==> config.mk <==
export PLATFORM = sky130hd
export DESIGN_NAME = cpu_seq_ctrl_flat
export DESIGN_NICKNAME = d
export VERILOG_FILES = /design/src/rtl/cpu_pkg.sv /design/src/rtl/cpu_seq_ctrl_if.sv /design/src/rtl/cpu_seq_ctrl.sv /design/src/flat_wrapper.sv
export SDC_FILE = /design/constraint.sdc
export NUM_CORES = 1
export LEC_CHECK = 0
export CAP_MARGIN = 20
export CORE_UTILIZATION = 40
export DETAILED_ROUTE_END_ITERATION = 10
export PLACE_DENSITY_LB_ADDON = 0.05
export SLEW_MARGIN = 10
export SYNTH_ARGS = -nofsm -noshare
export SYNTH_HDL_FRONTEND = slang
export SYNTH_SLANG_ARGS = --single-unit
export TNS_END_PERCENT = 50
==> constraint.sdc <==
create_clock -name clk -period 1.5 [get_ports clk]
set_input_delay 0.3 -clock clk [delete_from_list [all_inputs] [get_ports clk]]
set_output_delay 0.3 -clock clk [all_outputs]
set_load 0.005 [all_outputs]
==> src/rtl/cpu_pkg.sv <==
// Shared definitions for the mini CPU: opcodes, ALU select codes,
// sequencer state encoding and the latched decoder-control bundle.
package cpu_pkg;

  // Instruction opcodes (ir[7:4])
  localparam logic [3:0] OP_NOP      = 4'b0000;
  localparam logic [3:0] OP_LOAD_R0  = 4'b0001;
  localparam logic [3:0] OP_LOAD_R1  = 4'b1001;
  localparam logic [3:0] OP_STORE_R0 = 4'b0010;
  localparam logic [3:0] OP_STORE_R1 = 4'b1010;
  localparam logic [3:0] OP_ADD      = 4'b0011;
  localparam logic [3:0] OP_SUB      = 4'b0100;
  localparam logic [3:0] OP_AND      = 4'b0101;
  localparam logic [3:0] OP_OR       = 4'b0110;
  localparam logic [3:0] OP_XOR      = 4'b0111;
  localparam logic [3:0] OP_HALT     = 4'b1111;

  // ALU select codes
  localparam logic [2:0] ALU_ADD = 3'b000;
  localparam logic [2:0] ALU_SUB = 3'b001;
  localparam logic [2:0] ALU_AND = 3'b010;
  localparam logic [2:0] ALU_OR  = 3'b011;
  localparam logic [2:0] ALU_XOR = 3'b100;

  // Sequencer state encoding
  localparam logic [2:0] ST_IDLE      = 3'd0;
  localparam logic [2:0] ST_FETCH     = 3'd1;
  localparam logic [2:0] ST_DECODE    = 3'd2;
  localparam logic [2:0] ST_EXEC      = 3'd3;
  localparam logic [2:0] ST_MEM       = 3'd4;
  localparam logic [2:0] ST_WB        = 3'd5;
  localparam logic [2:0] ST_HALT      = 3'd6;
  localparam logic [2:0] ST_STEP_WAIT = 3'd7;

  // Decoder outputs captured in DECODE and held for the rest of the instruction
  typedef struct packed {
    logic [2:0] alu_op;
    logic       reg_sel;
    logic       mem_read;
    logic       mem_write;
    logic       reg_write;
    logic       pc_inc;
  } ctrl_t;

endpackage

==> src/rtl/cpu_seq_ctrl_if.sv <==
// Data-memory handshake bus between the sequencer (master) and data memory (slave).
interface cpu_seq_ctrl_if;
  logic       dmem_req;
  logic       dmem_we;
  logic [3:0] dmem_addr;
  logic       dmem_ack;

  modport master (output dmem_req, output dmem_we, output dmem_addr, input dmem_ack);
  modport slave  (input dmem_req, input dmem_we, input dmem_addr, output dmem_ack);
endinterface

==> src/rtl/cpu_seq_ctrl.sv <==
// Multi-cycle sequencer for the 8-bit-instruction mini CPU. Owns PC and IR,
// feeds ir[7:4] to the external decoder, latches its controls and produces
// timed strobes for the register file, ALU and handshaked data memory.
// Optional feature macro: SINGLE_STEP_EN (adds `step` input and STEP_WAIT state).
module cpu_seq_ctrl
  import cpu_pkg::*;
#(
  parameter int PC_W  = 4,
  parameter int CNT_W = 8
) (
  input  logic             clk,
  input  logic             rst,
  input  logic             run,
`ifdef SINGLE_STEP_EN
  input  logic             step,
`endif
  output logic [PC_W-1:0]  imem_addr,
  input  logic [7:0]       imem_data,
  output logic [3:0]       dec_opcode,
  input  logic             dec_reg_write,
  input  logic             dec_reg_sel,
  input  logic             dec_mem_read,
  input  logic             dec_mem_write,
  input  logic             dec_pc_inc,
  input  logic             dec_halt,
  input  logic [2:0]       dec_alu_op,
  output logic [2:0]       alu_op,
  output logic             rf_we,
  output logic             rf_sel,
  output logic             rf_src,
  cpu_seq_ctrl_if.master   dmem,
  output logic             halted,
  output logic             busy,
  output logic [CNT_W-1:0] retired
);

  logic [2:0]       state;
  logic [PC_W-1:0]  pc;
  logic [7:0]       ir;
  ctrl_t            ctrl;
  logic [CNT_W-1:0] ret_cnt;

  // After an instruction retires, single-step builds park in STEP_WAIT
  // instead of fetching straight away.
`ifdef SINGLE_STEP_EN
  localparam logic [2:0] ST_RETIRE_NEXT = ST_STEP_WAIT;
`else
  localparam logic [2:0] ST_RETIRE_NEXT = ST_FETCH;
`endif

  // Sequencer state, PC, IR, latched decoder controls and retire counter
  always_ff @(posedge clk or posedge rst) begin
    if (rst) begin
      state   <= ST_IDLE;
      pc      <= '0;
      ir      <= '0;
      ctrl    <= '0;
      ret_cnt <= '0;
    end else begin
      case (state)
        ST_IDLE: begin
          if (run) state <= ST_FETCH;
        end
        ST_FETCH: begin
          ir    <= imem_data;
          state <= ST_DECODE;
        end
        ST_DECODE: begin
          ctrl <= '{alu_op:    dec_alu_op,
                    reg_sel:   dec_reg_sel,
                    mem_read:  dec_mem_read,
                    mem_write: dec_mem_write,
                    reg_write: dec_reg_write,
                    pc_inc:    dec_pc_inc};
          if (dec_halt)                          state <= ST_HALT;
          else if (dec_mem_read || dec_mem_write) state <= ST_MEM;
          else                                   state <= ST_EXEC;
        end
        ST_EXEC: begin
          pc      <= pc + PC_W'(ctrl.pc_inc);
          ret_cnt <= ret_cnt + CNT_W'(1);
          state   <= ST_RETIRE_NEXT;
        end
        ST_MEM: begin
          // Bus fields come straight from state/ir/ctrl, so they hold until ack.
          if (dmem.dmem_ack) begin
            if (ctrl.mem_read && !ctrl.mem_write) begin
              state <= ST_WB;
            end else begin
              pc      <= pc + PC_W'(1);
              ret_cnt <= ret_cnt + CNT_W'(1);
              state   <= ST_RETIRE_NEXT;
            end
          end
        end
        ST_WB: begin
          pc      <= pc + PC_W'(1);
          ret_cnt <= ret_cnt + CNT_W'(1);
          state   <= ST_RETIRE_NEXT;
        end
        ST_HALT: begin
          state <= ST_HALT;
        end
`ifdef SINGLE_STEP_EN
        ST_STEP_WAIT: begin
          if (step) state <= ST_FETCH;
        end
`endif
        default: state <= ST_IDLE;
      endcase
    end
  end

  // Outputs are pure decodes of registered state, so they drop with async reset
  assign imem_addr      = pc;
  assign dec_opcode     = ir[7:4];
  assign alu_op         = ctrl.alu_op;
  assign rf_sel         = ctrl.reg_sel;
  assign rf_we          = ((state == ST_EXEC) && ctrl.reg_write) || (state == ST_WB);
  assign rf_src         = (state == ST_WB);
  assign dmem.dmem_req  = (state == ST_MEM);
  assign dmem.dmem_we   = (state == ST_MEM) && ctrl.mem_write;
  assign dmem.dmem_addr = ir[3:0];
  assign halted         = (state == ST_HALT);
  assign busy           = (state != ST_IDLE) && (state != ST_HALT) && (state != ST_STEP_WAIT);
  assign retired        = ret_cnt;

endmodule

==> src/flat_wrapper.sv <==
// flat-port wrapper written by rule: the top's interface ports become plain ports
module cpu_seq_ctrl_flat import cpu_pkg::*;
#(
  parameter int PC_W  = 4,
  parameter int CNT_W = 8
)
  (clk, rst, run, imem_addr, imem_data, dec_opcode, dec_reg_write, dec_reg_sel, dec_mem_read, dec_mem_write, dec_pc_inc, dec_halt, dec_alu_op, alu_op, rf_we, rf_sel, rf_src, halted, busy, retired, dmem_dmem_req, dmem_dmem_we, dmem_dmem_addr, dmem_dmem_ack);
  cpu_seq_ctrl_if dmem_i ();
  input  logic clk;
  input  logic rst;
  input  logic run;
  output logic [PC_W-1:0] imem_addr;
  input  logic [7:0] imem_data;
  output logic [3:0] dec_opcode;
  input  logic dec_reg_write;
  input  logic dec_reg_sel;
  input  logic dec_mem_read;
  input  logic dec_mem_write;
  input  logic dec_pc_inc;
  input  logic dec_halt;
  input  logic [2:0] dec_alu_op;
  output logic [2:0] alu_op;
  output logic rf_we;
  output logic rf_sel;
  output logic rf_src;
  output logic halted;
  output logic busy;
  output logic [CNT_W-1:0] retired;
  output wire logic [$bits(dmem_i.dmem_req)-1:0] dmem_dmem_req;
  output wire logic [$bits(dmem_i.dmem_we)-1:0] dmem_dmem_we;
  output wire logic [$bits(dmem_i.dmem_addr)-1:0] dmem_dmem_addr;
  input wire logic [$bits(dmem_i.dmem_ack)-1:0] dmem_dmem_ack;
  assign dmem_dmem_req = dmem_i.dmem_req;
  assign dmem_dmem_we = dmem_i.dmem_we;
  assign dmem_dmem_addr = dmem_i.dmem_addr;
  assign dmem_i.dmem_ack = dmem_dmem_ack;
  cpu_seq_ctrl #(.PC_W(PC_W), .CNT_W(CNT_W)) u_core (.clk(clk), .rst(rst), .run(run), .imem_addr(imem_addr), .imem_data(imem_data), .dec_opcode(dec_opcode), .dec_reg_write(dec_reg_write), .dec_reg_sel(dec_reg_sel), .dec_mem_read(dec_mem_read), .dec_mem_write(dec_mem_write), .dec_pc_inc(dec_pc_inc), .dec_halt(dec_halt), .dec_alu_op(dec_alu_op), .alu_op(alu_op), .rf_we(rf_we), .rf_sel(rf_sel), .rf_src(rf_src), .dmem(dmem_i), .halted(halted), .busy(busy), .retired(retired));
endmodule
; After elaboration in Yosys (flattened, before gate mapping)
; Cells that the tools add are included.
[classes]
magnitude_cmp = 0
add_sub_neg = 3
n_eq_ne = 11
n_shift = 0
reduce_logical = 16
n_bitwise = 0
div = 0
n_mul = 0
muxes = 12
[op_table]
columns = op, count
row1 = $pmux W3 S6, 1
row2 = $mux W8, 2
row3 = $pmux W8 S2, 1
row4 = $mux W3, 5
row5 = $pmux W4 S3, 1
row6 = $eq A3 B3 Y1 const B, 3
row7 = $add A8 B1 Y8 const B, 1
row8 = $mux W4, 2
row9 = $eq A3 B2 Y1 const B, 2
row10 = $ne A3 B3 Y1 const B, 2
row11 = $reduce_and A3 Y1, 2
row12 = $reduce_bool A3 Y1, 2
row13 = $logic_and A1 B1 Y1, 5
row14 = $add A4 B1 Y4, 1
row15 = $add A4 B1 Y4 const B, 1
row16 = $ne A2 B2 Y1 const B, 2
row17 = $eq A3 B1 Y1 const B, 1
row18 = $logic_not A3 Y1, 1
row19 = $logic_or A1 B1 Y1, 2
row20 = $ne A2 B1 Y1 const B, 1
row21 = $reduce_and A2 Y1, 1
row22 = $reduce_bool A2 Y1, 1
row23 = $reduce_or A2 Y1, 1
row24 = $logic_not A1 Y1, 1
[word_totals]
latchBits = 0
memories = 0
output_inout_bits = 30
romBits = 0
register_bits = 31
wordCells = 52
mem_bits_rw = 0

; Longest topological paths before layout
[depth]
depth_word = 5
depth_mapped = 7
mapped_depth_nobuf = 6

; Worst setup path before layout
; No wires, ideal clock.
[synth_timing]
path_kind = reg-to-reg
from = register u_core.state[1]
to = register u_core.pc[1] (netlist: u_core.imem_addr[1])
setup_slack_ns = -0.041
arrival_ns = 1.416
setup_time_ns = 0.125
required_ns = 1.375
synth_period_minus_slack_ns = 1.541
path_stages_with_launch = 7
cell_sequence = dfrtp_1 buf_2 nand2b_1 nand2b_1 ha_1 ha_1 mux2_4
[synth_between]
elab_chain_len = 3
word_cells_on_any_way = 8
[synth_rtl]
columns = item, line
row1 = from (decl), cpu_seq_ctrl.sv:37  ; logic [2:0] state;
row2 = from (signal assigned), cpu_seq_ctrl.sv:54  ; state <= ST_IDLE;
row3 = from (signal assigned), cpu_seq_ctrl.sv:62  ; if (run) state <= ST_FETCH;
row4 = from (signal assigned), cpu_seq_ctrl.sv:66  ; state <= ST_DECODE;
row5 = $eq A3 B3 Y1 / $eq A3 B2 Y1 (equally long branches), cpu_seq_ctrl.sv:60  ; case (state)
row6 = $ne A2 B2 Y1 (no source line) (tied with other cells), n/a
row7 = $reduce_and A3 Y1 (no source line), n/a
row8 = to (signal assigned), cpu_seq_ctrl.sv:80  ; pc <= pc + PC_W'(ctrl.pc_inc);
row9 = to (signal assigned), cpu_seq_ctrl.sv:90  ; pc <= pc + PC_W'(1);
row10 = to (signal assigned), cpu_seq_ctrl.sv:97  ; pc <= pc + PC_W'(1);
row11 = to (decl), cpu_seq_ctrl.sv:38  ; logic [PC_W-1:0] pc;
; Several ways; a longest one is shown, not always the timed one.
; A chain may end at the register's enable or synchronous reset.

; Worst setup path after layout
; Ends and elaborated chain as after synthesis.

==> impl_metrics.tcl <==
set metrics [dict create \
    clkLatencyLatePin_ns 0.28 \
    hold_violations 0 \
    rsz0062_at_grt "yes" \
    hold_buffers 0 \
    comb_power_share_pct 56.2 \
    clkPwrFrac_pct 15.1 \
    clk_pin_slew_worst_paths_ns 0.07 \
    ir_drop_mv 1.24 \
    relSlewSlack_pct 79.1 \
    clock-sinks 31 \
    synth-edff-count 0 \
    vias 1244 \
    synth_nets 145 \
    yosysWarnings 0 \
    grt-ovfl-total 0 \
    setup_tns_ns -0.694 \
    grt_max_degree 32 \
    viasPerCell 4.94 \
    crit_fanout 3 \
    fin_worst_skew_ns 0.00779 \
    first_global_vias 1309 \
    antenna_left 0 \
    period_needed_ns 1.61 \
    initialDrtViolationCount 42 \
    synth_area_um2 1510 \
    switching_share_pct 32.0 \
    synth_commonest_cells "dfrtp_1 (31), mux2_2 (13), a21oi_1 (9), xor2_1 (9), nor2_1 (6)" \
    internal_power_w 0.00381 \
    dpl.cell_count 230 \
    die_area_um2 4020 \
    crit_slowest_cell "dfrtp_2" \
    totalWireLength_um 3940 \
    p_switching_w 0.00179 \
    nNetsFinal 229 \
    drv_cap 0 \
    critPathLaunch "u_core.state[1]" \
    antenna_found_initial 0 \
    ios 51 \
    drtPass1Iterations 4 \
    synth_cell_types 35 \
    drive_gt1_share_pct 47.6 \
    die_y_um 63.4 \
    timing.fmax_mhz 621 \
    crit_path_cell_trace "buf_6 > nand2b_4 > buf_6 > nand2b_4 > ha_4 > ha_4 > mux2_4" \
    die_w_um 63.4 \
    ys.flop_type "dfrtp_1" \
    htree_levels 2 \
    crit_path_end_kind "flip-flop" \
    slew_violations 0 \
    setup_viol 22 \
    fin_ws_ns -0.110 \
    numCtsBuffers 5 \
    area_delta_synth_final_pct 78.0 \
    worstMarginPinSlew_ns 0.311 \
    coreArea_um2 3470 \
    async_flop_share_pct 100 \
    cp.arrival_ns 1.78 \
    p_leak_nw 1.16 \
    critPathBufInv 2 \
    crit_family "flip-flops" \
    ys_seq_area_share_pct 51.5 \
    post-synth-top-area-cell "dfrtp_1" \
    status "complete, but fails checks" \
    initial_core_util_pct 43.4 \
    place_hpwl_um 2420 \
    period_share_pct 107 \
    wire_per_inst_um 15.6 \
    violations "negative setup slack" \
    port_buffers 50 \
    syn_inst 121 \
    hp-class "input pin to async pin" \
    synth.top_cell.area_share_pct 51.5 \
    cp.required_ns 1.67 \
    gp_congestion 0.838 \
    fin_cells 252 \
    grt_first_pass_wirelength_um 6360 \
    netlist_top_cells_area "dfrtp_1 (51%), mux2_2 (9.7%), xor2_1 (5.2%)" \
    tritoncts "done" \
    critPathKind "flip-flop to flip-flop" \
    cts_root_buf "clkbuf_8" \
    fp-row-count 21 \
    powerDensity_nw_per_um2 2090 \
    cpPeakStageDelay_ns 0.44 \
    fill_cells 251 \
    p_seq_share_pct 28.7 \
    p_total_w 0.00559 \
    track_usage_pct 20.9 \
    r2r_start "u_core.state[1]" \
    cp-start-kind "flip-flop" \
    clk_path_buf_depth 2 \
    drc_errors 0 \
    synth_seq_cells 31 \
    syn_avg_cell_area_um2 12.4 \
    yosysMostFrequentCell "dfrtp_1" \
    n_antenna_cell 0 \
]
[metrics by stage]
step	worst slack (ns)	instance area [um2]	util [%]	hold slack, ns
floorplan	0.00464	1510	-	0.404
finish	-0.110	2680	77.3	0.348
detailed placement	-0.160	2210	63.7	0.460
global placement	-0.0989	2210	63.7	0.462
CTS	-0.136	2550	73.4	0.349
global route	-0.162	2680	77.3	0.406
[logic make-up after synthesis]
| kind of cell | Yosys count | share of synthesized area (%) |
|---|---|---|
| compound gates | 18 | 7.97 |
| xor+xnor | 9 | 5.23 |
| fa+ha+maj | 3 | 2.49 |
| buf+inv | 8 | 2.91 |
| flops | 31 | 51.5 |
| mux | 20 | 15.7 |
| simple gates | 32 | 14.2 |
[registers in the layout, summed over array words and instances, names as in the netlist]
register	cells
u_core.imem_addr	4
u_core.ir	8
u_core.rf_sel	1
u_core.alu_op	3
u_core.state	3
u_core.retired	8
u_core.ctrl	4
[layer usage]
metal,share of wire (%),GRT usage [%],vias to the layer above
met2,52,35.4,36
met5,0,0,-
met3,3.8,5.25,4
met1,43,25.8,611
met4,0.97,6.82,0
li1,-,-,593
[worst min-delay path: cells and delay by family]
kind	cells	cell delay, ns
buffers and inverters	3	0.69
[cell type report]
type / instances / area, um2 / share of cell area (%)
Tap cell: 46 / 57.6 / 2.15
Multi-Input combinational cell: 82 / 887 / 33.1
Clock inverter: 2 / 35.0 / 1.31
Sequential cell: 31 / 781 / 29.1
Inverter: 2 / 7.51 / 0.280
Clock buffer: 6 / 82.6 / 3.08
Timing Repair Buffer: 83 / 831 / 31.0
[placed cells by master (no fill, tap or decap), drive strengths merged, types with 2 or more instances in the layout]
cell	n
nand3	6
mux2	20
buf	39
nor3	3
dlymetal6s2s	3
nor2	7
and2	2
clkdlybuf4s50	34
xor2	9
a21boi	2
o21ai	3
a21oi	9
nand2	2
nor2b	3
dfrtp	31
nand2b	4
inv	2
dlygate4sd2	7
ha	3
clkbuf	6
[power by group through the flow]
stage	Clock, W	Sequential (W)	Combinational (W)
after CTS	0.000874	0.00159	0.00291
after global routing	0.000901	0.00167	0.00338
after floorplan	0	0.00157	0.00115
after detailed placement	0	0.00161	0.00239
final	0.000845	0.00161	0.00314
after global placement	0	0.00158	0.00232
[path summary, 6_finish.rpt]
check                      depth (start not counted)  slack, ns                  end
min in group clk                                   1       0.46  u_core.imem_addr[3]
setup reg to reg                                   7      -0.11  u_core.imem_addr[1]
max in group asynchronous                          3       0.97  u_core.imem_addr[1]
setup / recovery                                   7      -0.11  u_core.imem_addr[1]
hold reg to reg                                    1       0.46  u_core.imem_addr[3]
hold / removal                                     3       0.35      u_core.state[1]
[timing repair]
item / in CTS / in global routing
endpoints found under the setup margin: 33 / 38
setup buffers: 12 / 3
gates resized for setup: 73 / 25
hold endpoints to repair: 0 / 0
pin swaps: 8 / 6
Note: power is estimated with default switching activity, not from simulation.
